`src/rtl/fxu_reservation_station.sv`:
```
// Reservation station for one fixed-point unit. It is a collapsing queue: slot 0 is
// the oldest entry, missing operands are captured from the CDB, and the oldest ready entry issues.
module fxu_reservation_station #(
    parameter int DEPTH = 4,
    parameter int DW    = 16,
    parameter int TW    = 4
) (
    input  logic          clk,
    input  logic          rst_n,
    input  logic          in_instr_valid,
    input  logic [TW-1:0] in_rob_idx,
    input  logic [3:0]    in_opcode,
    input  logic [7:0]    in_i,
    input  logic          in_a_valid,
    input  logic          in_b_valid,
    input  logic [DW-1:0] in_a_value,
    input  logic [DW-1:0] in_b_value,
    input  logic [TW-1:0] in_a_owner,
    input  logic [TW-1:0] in_b_owner,
    output logic          full,
    input  logic          cdb_valid,
    input  logic [TW-1:0] cdb_tag,
    input  logic [DW-1:0] cdb_value,
    input  logic          flush,
    output logic          issue_valid,
    input  logic          issue_ready,
    output logic [TW-1:0] issue_rob_idx,
    output logic [3:0]    issue_opcode,
    output logic [7:0]    issue_i,
    output logic [DW-1:0] issue_a,
    output logic [DW-1:0] issue_b
);
    localparam int CW = $clog2(DEPTH + 1);
    localparam int IW = $clog2(DEPTH);

    typedef struct packed {
        logic          busy;
        logic [TW-1:0] rob_idx;
        logic [3:0]    opcode;
        logic [7:0]    imm;
        logic          a_rdy;
        logic [DW-1:0] a_val;
        logic [TW-1:0] a_tag;
        logic          b_rdy;
        logic [DW-1:0] b_val;
        logic [TW-1:0] b_tag;
    } entry_t;

    entry_t          ent   [DEPTH];
    entry_t          nxt   [DEPTH];
    entry_t          woken [DEPTH+1];
    entry_t          new_ent;
    logic [CW-1:0]   count;
    logic [CW-1:0]   count_nxt;
    logic [CW-1:0]   append_pos;
    logic [IW-1:0]   sel_idx;
    logic            sel_found;
    logic            accept;
    logic            remove;

    assign full   = (count == CW'(DEPTH));
    assign accept = in_instr_valid & ~full & ~flush;
    assign remove = sel_found & issue_ready;

    // woken[DEPTH] stays empty so the shift below can always read slot i+1
    always_comb begin
        for (int i = 0; i <= DEPTH; i++) woken[i] = '0;
        for (int i = 0; i < DEPTH; i++) begin
            woken[i] = ent[i];
            if (cdb_valid && ent[i].busy) begin
                if (!ent[i].a_rdy && ent[i].a_tag == cdb_tag) begin
                    woken[i].a_rdy = 1'b1;
                    woken[i].a_val = cdb_value;
                end
                if (!ent[i].b_rdy && ent[i].b_tag == cdb_tag) begin
                    woken[i].b_rdy = 1'b1;
                    woken[i].b_val = cdb_value;
                end
            end
        end
    end

    always_comb begin
        sel_found = 1'b0;
        sel_idx   = '0;
        for (int i = DEPTH - 1; i >= 0; i--) begin
            if (ent[i].busy && ent[i].a_rdy && ent[i].b_rdy) begin
                sel_found = 1'b1;
                sel_idx   = IW'(i);
            end
        end
    end

    // Operands still owned by a producer can be satisfied by the CDB in the dispatch cycle
    always_comb begin
        new_ent         = '0;
        new_ent.busy    = 1'b1;
        new_ent.rob_idx = in_rob_idx;
        new_ent.opcode  = in_opcode;
        new_ent.imm     = in_i;
        new_ent.a_tag   = in_a_owner;
        new_ent.b_tag   = in_b_owner;
        if (in_a_valid) begin
            new_ent.a_rdy = 1'b1;
            new_ent.a_val = in_a_value;
        end else if (cdb_valid && in_a_owner == cdb_tag) begin
            new_ent.a_rdy = 1'b1;
            new_ent.a_val = cdb_value;
        end
        if (in_b_valid) begin
            new_ent.b_rdy = 1'b1;
            new_ent.b_val = in_b_value;
        end else if (cdb_valid && in_b_owner == cdb_tag) begin
            new_ent.b_rdy = 1'b1;
            new_ent.b_val = cdb_value;
        end
    end

    always_comb begin
        append_pos = count - CW'(remove);
        for (int i = 0; i < DEPTH; i++) begin
            if (remove && i >= int'(sel_idx)) nxt[i] = woken[i+1];
            else                              nxt[i] = woken[i];
            if (accept && CW'(i) == append_pos) nxt[i] = new_ent;
            if (flush) nxt[i] = '0;
        end
        count_nxt = flush ? '0 : count + CW'(accept) - CW'(remove);
    end

    always_ff @(posedge clk or negedge rst_n) begin
        if (!rst_n) begin
            count <= '0;
            for (int i = 0; i < DEPTH; i++) ent[i] <= '0;
        end else begin
            count <= count_nxt;
            for (int i = 0; i < DEPTH; i++) ent[i] <= nxt[i];
        end
    end

    always_comb begin
        issue_valid   = sel_found;
        issue_rob_idx = '0;
        issue_opcode  = '0;
        issue_i       = '0;
        issue_a       = '0;
        issue_b       = '0;
        if (sel_found) begin
            issue_rob_idx = ent[sel_idx].rob_idx;
            issue_opcode  = ent[sel_idx].opcode;
            issue_i       = ent[sel_idx].imm;
            issue_a       = ent[sel_idx].a_val;
            issue_b       = ent[sel_idx].b_val;
        end
    end
endmodule

```
`config.mk`:
```
export PLATFORM = sky130hd
export DESIGN_NAME = fxu_reservation_station
export DESIGN_NICKNAME = d
export VERILOG_FILES = /design/src/rtl/fxu_reservation_station.sv
export SDC_FILE = /design/constraint.sdc
export NUM_CORES = 1
export LEC_CHECK = 0
export ABC_AREA = 1
export ABC_CLOCK_PERIOD_IN_PS = 3340
export CORE_ASPECT_RATIO = 0.75
export CORE_UTILIZATION = 30
export CTS_BUF_LIST = sky130_fd_sc_hd__clkbuf_8
export CTS_CLUSTER_SIZE = 25
export DETAILED_ROUTE_END_ITERATION = 16
export SLEW_MARGIN = 20
export SYNTH_ARGS = -nofsm -noshare
export SYNTH_HDL_FRONTEND = slang
export SYNTH_SLANG_ARGS = --single-unit
```
`constraint.sdc`:
```
create_clock -name clk -period 3.34 [get_ports clk]
set_input_delay 0.501 -clock clk [delete_from_list [all_inputs] [get_ports clk]]
set_output_delay 0.501 -clock clk [all_outputs]
set_load 0.05 [all_outputs]
```
After elaboration in Yosys (flattened, before gate mapping) --
Cells that the tools add are included.
Storage, ports and cells: register bits after elaboration 239, bits of input ports 84, output and inout port bits 50, logic and storage cells 164
Cells by class: add/sub/neg operators 3, order comparisons 4, equality and inequality tests 14, multiplexer cells 49, bitwise logic cells 6, reduce and logical (&&, ||, !) cells 47
Operators with widths (number):
- 2-to-1 mux 59 bit | 12
- 2-to-1 mux 17 bit | 20
- binary-select mux 59 bit (select 2 bit) | 1
- 2-to-1 mux 58 bit | 2
- equality test 4 bit | 10
- 2-to-1 mux 16 bit | 2
- logical AND 1 bit | 29
- nonzero test 3 bit | 4
- nonzero test 4 bit | 3
- logical NOT 1 bit | 8
- 2-to-1 mux 2 bit | 4
- 2-to-1 mux 4 bit | 2
- 2-to-1 mux 8 bit | 1
- equality test 2 x 3 -> 1 bit (first input constant) | 2
- subtractor 3 x 1 -> 3 bit | 2
- greater-or-equal comparator 1 x 2 -> 1 bit (first input constant) | 2
- 2-to-1 mux 1 bit | 4
- AND reduction 2 bit | 2
- adder 3 x 1 -> 3 bit | 1
- AND 1 bit | 3
- equality test 1 x 3 -> 1 bit (first input constant) | 1
- equality test 3 bit (second input constant) | 1
- greater-or-equal comparator 3 bit (second input constant) | 1
- logical NOT 3 bit | 1
- 4 further kinds | 5

Depth between registers and ports, before layout --
Gate-level depths: netlist of run 1.
depth in word-level cells 12, depth in mapped cells 17, gate-level depth less buffers 16

Worst setup path after synthesis of run 1 --
OpenSTA, ideal clock, no wires.
path type register -> output, start register ent[176] (netlist name), end output issue_a[10], data arrival time 2117 ps, required time 2839 ps, slack 722 ps, cell stages (with the launch flop) 11, buffers on the path 2, path through dfrtp_1 nand3_1 nand2_1 inv_1 nand2_2 inv_1 buf_2 buf_1 nor2_1 o21ai_0 a21oi_1
On the way: word-level cells in the longest chain between the ends 9, elaborated cells on any way between the ends 11, those cells by class mux (8); bitwise (1); reduce/logical (2)
RTL lines:
- logical AND 1 bit * (2 in a row) | line 87 | if (ent[i].busy && ent[i].a_rdy && ent[i].b_rdy) begin
- 2-to-1 mux 2 bit (2 in a row) | line 87
- NOT 2 -> 3 bit (implied by the code) | line 151 | issue_a = ent[sel_idx].a_val;
- binary-select mux 59 bit (select 2 bit) | line 151
- 2-to-1 mux 58 bit (2 in a row)
- 2-to-1 mux 16 bit * | line 147 | if (sel_found) begin
- end: declaration | line 30 | output logic [DW-1:0] issue_a,
Every way passes the cells marked *; elsewhere a longest branch is shown, timed or not. The select of a mux whose other input is x is not followed.

Final worst setup path of run 1 --
start register ent[197] (netlist name), end output issue_rob_idx[2]
On the way: word-level cells in the longest chain between the ends 7, elaborated cells on any way between the ends 8, those cells by class mux (6); bitwise (1); reduce/logical (1)
RTL lines:
- logical AND 1 bit * | line 87
- 2-to-1 mux 2 bit | line 87
- NOT 2 -> 3 bit (implied by the code) | line 148 | issue_rob_idx = ent[sel_idx].rob_idx;
- binary-select mux 59 bit (select 2 bit) | line 148
- 2-to-1 mux 58 bit (2 in a row)
- 2-to-1 mux 4 bit * | line 147
- end: declaration | line 27 | output logic [TW-1:0] issue_rob_idx,
Marked as above.

==> reports/summary.txt, run 1 <==
IO buf count = 133
total grt overflow = 0
share of cells above drive strength 1 = 0.0978
Worst path top cell family by delay = buffers and inverters
Setup CP Type = flip-flop to primary output
setup TNS = 0 ns
DIE AREA = 55200 µm²
clock network power share = 0.375
CTS Buffer Depth = 3
clock latency on the worst-skew pair = 0.65 ns
minimum clock period = 3.22 ns
initial antenna violation count = 1
Internal = 5.44 mW
total track usage = 0.243
Core ar. = 53200 µm²
DRC = 0
filler instances = 5574
first-pass GRT wire length = 104000 µm
dpl cells = 3246
synthesized area per cell = 6.51 µm²
Least-Margin Pin Slew = 0.828 ns
Worst slew margin = 0.448
power per standard cell area = 413 nW/µm²
commonest non-fill, non-tap cell in the layout = nand2_1
Cells after Synth = 2498
CTS tree = built
Final setup viols = 0
H-tree lvl count = 2
Max VDD drop = 0.000244 V
RSZ-0062 raised after global routing = false
CTS clk-pin slew, worst paths = 0.06 ns
Routed Antenna Nets = 0
reg2reg setup slack = 0.45 ns
critical-path maximum fanout = 30
Leak = 9.71 nW
sequential area share after synthesis = 0.368
f_max = 0.311 GHz
worst-path cell chain = nand3_1 > nand2_1 > inv_1 > nand2_4 > buf_4 > buf_12 > a21oi_1 > o21ai_0 > a21oi_1 > buf_12
root buf cell = clkbuf_8
GPL Wtd Cong = 0.943
vias in the first global route = 17039
worst r2r src = ent[197]
via count = 18263
Comb pwr share = 0.233
Final Slew Violations = 0
most frequent cells in the layout = nand2_1 (534), nand3_1 (386), inv_1 (323)
total wire length = 68200 µm
syn_nets = 2587
largest net degree at the start of global routing = 129
synth unique cells = 34
Boundary Pins = 134
Synth Cell Area = 16300 µm²
R2R depth = 15
non-filler instance count after layout = 3330
Die H = 204 µm
P_sw = 2.84 mW
TritonCTS buffer count = 46
die width = 271 µm
initial core utilization = 0.306
Yosys warning total = 0
Num Clock Sinks = 239
Critical Path RT = 2.84 ns
final hold vios = 0
CP max stage delay = 0.43 ns
DR pass1 iterations = 6
Reg power frac = 0.392
status = finished clean
per-cell routed wire length = 20.5 µm
CP Capture Type = primary output
row count = 73
Area after DPL = 19000 µm²
worst hold path type = primary input to async pin
post-route cell area = 20100 µm²
vias per cell = 5.48
switch share = 0.343
crit share post-route = 0.963
Final nets = 2675
area grow syn2layout = 23.2%
Clock Skew = 0.0416 ns
#FFs+latches synth = 239
worst flop-to-flop path endpoint = ent[108]
crit start category = flip-flop
Slowest-stage cell, CP = dfrtp_1
half-perimeter wire length after placement = 44900 µm
Max Cap Viol = 0
Worst EP arrival = 2.72 ns
DRT iter0 DRCs = 2304
WP buf/inv = 4
==> worst register-to-register path, stage by stage, from the launching register on <==
cell,delay [ns]
dfrtp_1,0.43
nand3_1,0.18
nand2_1,0.13
nor2_4,0.23
nor2_8,0.08
ha_1,0.19
ha_1,0.19
inv_1,0.05
nand2_1,0.06
nand2_1,0.12
nor3_1,0.06
nand2_2,0.21
buf_4,0.40
o21ai_0,0.18
o21ai_0,0.12
o22ai_1,0.10
==> how the worst max path moves through the flow <==
stage	start	endpoint	slack, ns	cells after the start
6_report	ent[197]	issue_rob_idx[2]	0.12	10
5_1_grt	ent[58]	issue_b[5]	0.004	12
4_1_cts	ent[197]	issue_b[6]	0.005	10
3_5_place_dp	issue_ready	ent[108]	0.26	13
3_3_place_gp	issue_ready	ent[102]	0.31	13
2_1_floorplan	ent[176]	issue_a[10]	0.72	10
==> what timing repair did <==
action / 4_1_cts / 5_1_grt
gates resized for setup: 9 / 16
pin swaps: 1 / 4
hold buffers: 1 / 0
endpoints found under the hold margin: 69 / 0
setup buffers: 0 / 3
endpoints found under the setup margin: 41 / 48
==> cell type report <==
| type | count | area, µm² | area share |
|---|---|---|---|
| sequential | 239 | 5980 | 0.298 |
| clock inverter | 19 | 115 | 0.00574 |
| multi-input combinational | 1757 | 8350 | 0.416 |
| antenna | 1 | 2.50 | 0.000125 |
| inverter | 330 | 1240 | 0.0618 |
| timing repair buffer | 212 | 2650 | 0.132 |
| clock buffer | 60 | 826 | 0.0412 |
| tap | 712 | 891 | 0.0444 |
==> per-layer routing <==
layer  up-vias  routed length, µm  track usage
met5         -                  0            0
met4         0               1750       0.0757
met3       142               7820       0.0609
met2      1106              28100        0.345
met1      8632              30500        0.356
li1       8383                  -            -
==> registers in the layout (all words and copies together) (netlist names) <==
| register | count |
|---|---|
| count | 3 |
| ent | 236 |
==> cells by family (layout without fill, tap and decap cells) <==
group / Yosys count / in the layout / synth area share
DFF: 239 / 239 / 0.368
adders and majority gates: 5 / 5 / 0.00431
other: 0 / 1 / 0
AOI/OAI and AO/OA: 618 / 618 / 0.197
buffers and inverters: 502 / 621 / 0.125
and+or+nand+nor: 1117 / 1117 / 0.297
xor gates and xnor gates: 17 / 17 / 0.00915
==> synth_stat cells, drive strengths merged <==
library cell / n / share of area
clkbuf: 87 / 0.020
buf: 85 / 0.028
o311ai: 2 / 0.0011
ha: 4 / 0.0031
nand3: 390 / 0.12
nand3b: 1 / 0.00069
a21oi: 233 / 0.072
o21ai: 299 / 0.092
nor3: 5 / 0.0015
xnor2: 12 / 0.0065
nand4: 5 / 0.0019
nand2: 549 / 0.13
fa: 1 / 0.0012
inv: 322 / 0.074
or2: 1 / 0.00038
nor2: 166 / 0.043
o22ai: 74 / 0.028
o211ai: 4 / 0.0018
a31oi: 5 / 0.0019
xor2: 5 / 0.0027
o21bai: 1 / 0.00046
dfrtp: 239 / 0.37
clkinv: 8 / 0.0018
==> stage by stage <==
step	total power, mW	hold slack [ns]	util	setup WS [ns]
detailed placement	5.16	0.466	0.357	0.256
global route	8.64	0.492	0.377	0.00419
floorplan	4.40	0.205	-	0.722
finish	8.28	0.434	0.377	0.122
CTS	8.26	0.452	0.375	0.00454
global placement	5.15	0.463	0.357	0.309
==> power groups by stage <==
stage,registers [mW],logic [mW],clock network (mW)
global route,3.27,2.12,3.26
detailed placement,3.29,1.87,0
floorplan,3.26,1.14,0
CTS,3.24,1.89,3.13
global placement,3.29,1.86,0
finish,3.25,1.93,3.10
No activity file was read; power rests on OpenSTA's default activity.
==> run 2: changes to the inputs <==
--- a/config.mk
+++ b/config.mk
@@ -17,2 +17,3 @@
 export SYNTH_HDL_FRONTEND = slang
 export SYNTH_SLANG_ARGS = --single-unit
+export TNS_END_PERCENT = 30
==> constraint.sdc (replaced) <==
create_clock -name clk -period 3.34 [get_ports clk]
set_input_delay 0.501 -clock clk [delete_from_list [all_inputs] [get_ports clk]]
set_output_delay 0.501 -clock clk [all_outputs]
set_load 0.1 [all_outputs]
==> run 2 against run 1 <==
Register-to-register slack is essentially flat. Sequential share of layout area barely moved. Cell area hardly changed. Sequential power about the same. Maximum frequency decreased by 2.1%. Power is 1.6% higher. Global-route usage increased by 0.26 points. Clock skew down 0.0077 ns. Count of clock-buffer cells in the layout up 1. Largest cell class unchanged. Highest routed layer unchanged.
==> reports/summary.txt, run 2 (synthesis results as in run 1) <==
Leak = 9.72 nW
final hold vios = 0
Final Slew Violations = 0
reg2reg setup slack = 0.46 ns
setup slack after placement = 0.261 ns
die width = 271 µm
setup ws final = 0.0534 ns
status = finished clean
total grt overflow = 0
CTS clk-pin slew, worst paths = 0.07 ns
Clock Skew = 0.0339 ns
area grow syn2layout = 23.1%
final hold slack = 0.484 ns
CTS tree = built
Routed Antenna Nets = 0
initial antenna violation count = 2
largest net degree at the start of global routing = 129
max reg flops = 236
Critical Path RT = 2.84 ns
Max VDD drop = 0.000208 V
setup TNS = 0 ns
worst flop-to-flop path endpoint = ent[110]
row count = 73
Boundary Pins = 134
Core ar. = 53200 µm²
f_max = 0.304 GHz
Hold Crit Depth = 2
top flop regs = ent: 236 flops, count: 3 flops
CTS Buffer Depth = 3
via count = 18230
Hold Path Origin = ent[186]
H-tree lvl count = 2
crit share post-route = 0.984
Final setup viols = 0
R2R depth = 15
DR pass1 iterations = 6
most frequent cells in the layout = nand2_1 (534), nand3_1 (386), inv_1 (326)
Worst slew margin = 0.446
GPL Wtd Cong = 0.940
Post-CTS Setup Repair Bufs = 0
crit start category = flip-flop
CP max stage delay = 0.42 ns
IO buf count = 133
worst r2r src = ent[197]
clock latency on the worst-skew pair = 0.62 ns
total wire length = 68300 µm
Tot Pwr = 8.41 mW
TritonCTS buffer count = 47
commonest non-fill, non-tap cell in the layout = nand2_1
per-cell routed wire length = 20.5 µm
Least-Margin Pin Slew = 0.831 ns
initial core utilization = 0.306
Num Clock Sinks = 239
half-perimeter wire length after placement = 44500 µm
power per standard cell area = 420 nW/µm²
CP Capture Type = primary output
vias in the first global route = 17173
critical-path maximum fanout = 32
Top reg by flops = ent
DRT iter0 DRCs = 2239
Worst EP arrival = 2.79 ns
dpl cells = 3248
vias per cell = 5.47
Crit path top cell by count = inv_1
Max Cap Viol = 0
Slowest-stage cell, CP = dfrtp_1
Min-Delay Endpoint = ent[186]
worst hold path type = flip-flop to flip-flop
total track usage = 0.245
Die H = 204 µm
root buf cell = clkbuf_8
Setup CP Type = flip-flop to primary output
non-filler instance count after layout = 3334
DRC = 0
share of cells above drive strength 1 = 0.0973
first-pass GRT wire length = 105000 µm
Final nets = 2675
minimum clock period = 3.29 ns
RSZ-0062 raised after global routing = true
DIE AREA = 55200 µm²
worst-path cell chain = nand3_1 > nand2_1 > inv_1 > nand2_2 > inv_1 > buf_4 > nor2_1 > o21ai_0 > a21oi_1 > buf_12
run 2: cell count changes in the layout (fill, tap and decap cells not counted):
cell / change
inv_6: -2
nand2_4: -1
clkdlybuf4s50_1: -1
buf_4: +4
buf_12: -2
bufinv_16: +1
a21oi_1: +2
nand2_2: +1
clkinv_2: +1
diode_2: +1
buf_8: -1
inv_1: +3
a21oi_2: -2
run 2: layer usage:
layer | up-vias | GRT usage | wire length [µm]
met5 | - | 0 | 0
met4 | 0 | 0.0755 | 1720
met3 | 137 | 0.0559 | 7900
met2 | 1072 | 0.356 | 28600
met1 | 8645 | 0.358 | 30200
li1 | 8376 | - | -
run 2: how the worst max path moves through the flow:
stage,start,endpoint,cells after the start
final,ent[197],issue_a[12],10
after global routing,ent[58],issue_i[0],9
after CTS,ent[197],issue_rob_idx[2],8
after detailed placement,issue_ready,ent[110],13
after global placement,issue_ready,ent[190],13
after floorplan,ent[176],issue_a[10],10
run 2: power by group:
group | internal [mW] | leakage (nW) | total [mW] | switching [mW]
Clock | 1.78 | 0.563 | 3.19 | 1.41
Combinational | 0.628 | 5.88 | 1.98 | 1.35
Sequential | 3.12 | 3.28 | 3.25 | 0.122
run 2: stage by stage:
step            util  cell area (µm²)
2_1_floorplan      -            16300
3_3_place_gp   0.356            19000
3_5_place_dp   0.356            19000
4_1_cts        0.375            20000
5_1_grt        0.376            20000
6_report       0.376            20000
run 2: area by class of cell:
class	instances	area, µm²
well taps	712	891
diodes	2	5.00
clock buffers	61	840
flip-flops and latches	239	5980
repair buffers	211	2610
inverters	330	1240
clock inverters	22	144
multi-input cells	1757	8330
fillers	5587	33200
run 2: timing repair:
action / CTS / global route
hold buffers: 1 / 0
pin swaps: 0 / 1
resized for setup: 6 / 15
hold endpoints to repair: 81 / 0
setup endpoints to repair: 18 / 30
run 2: worst max-delay path, delay by kind of cell, from the launching register on:
kind / cells / cell delay, ns
AND/OR/NAND/NOR: 4 / 0.56
flip-flops: 1 / 0.42
AO/OA/AOI/OAI: 2 / 0.51
buffers and inverters: 4 / 0.65
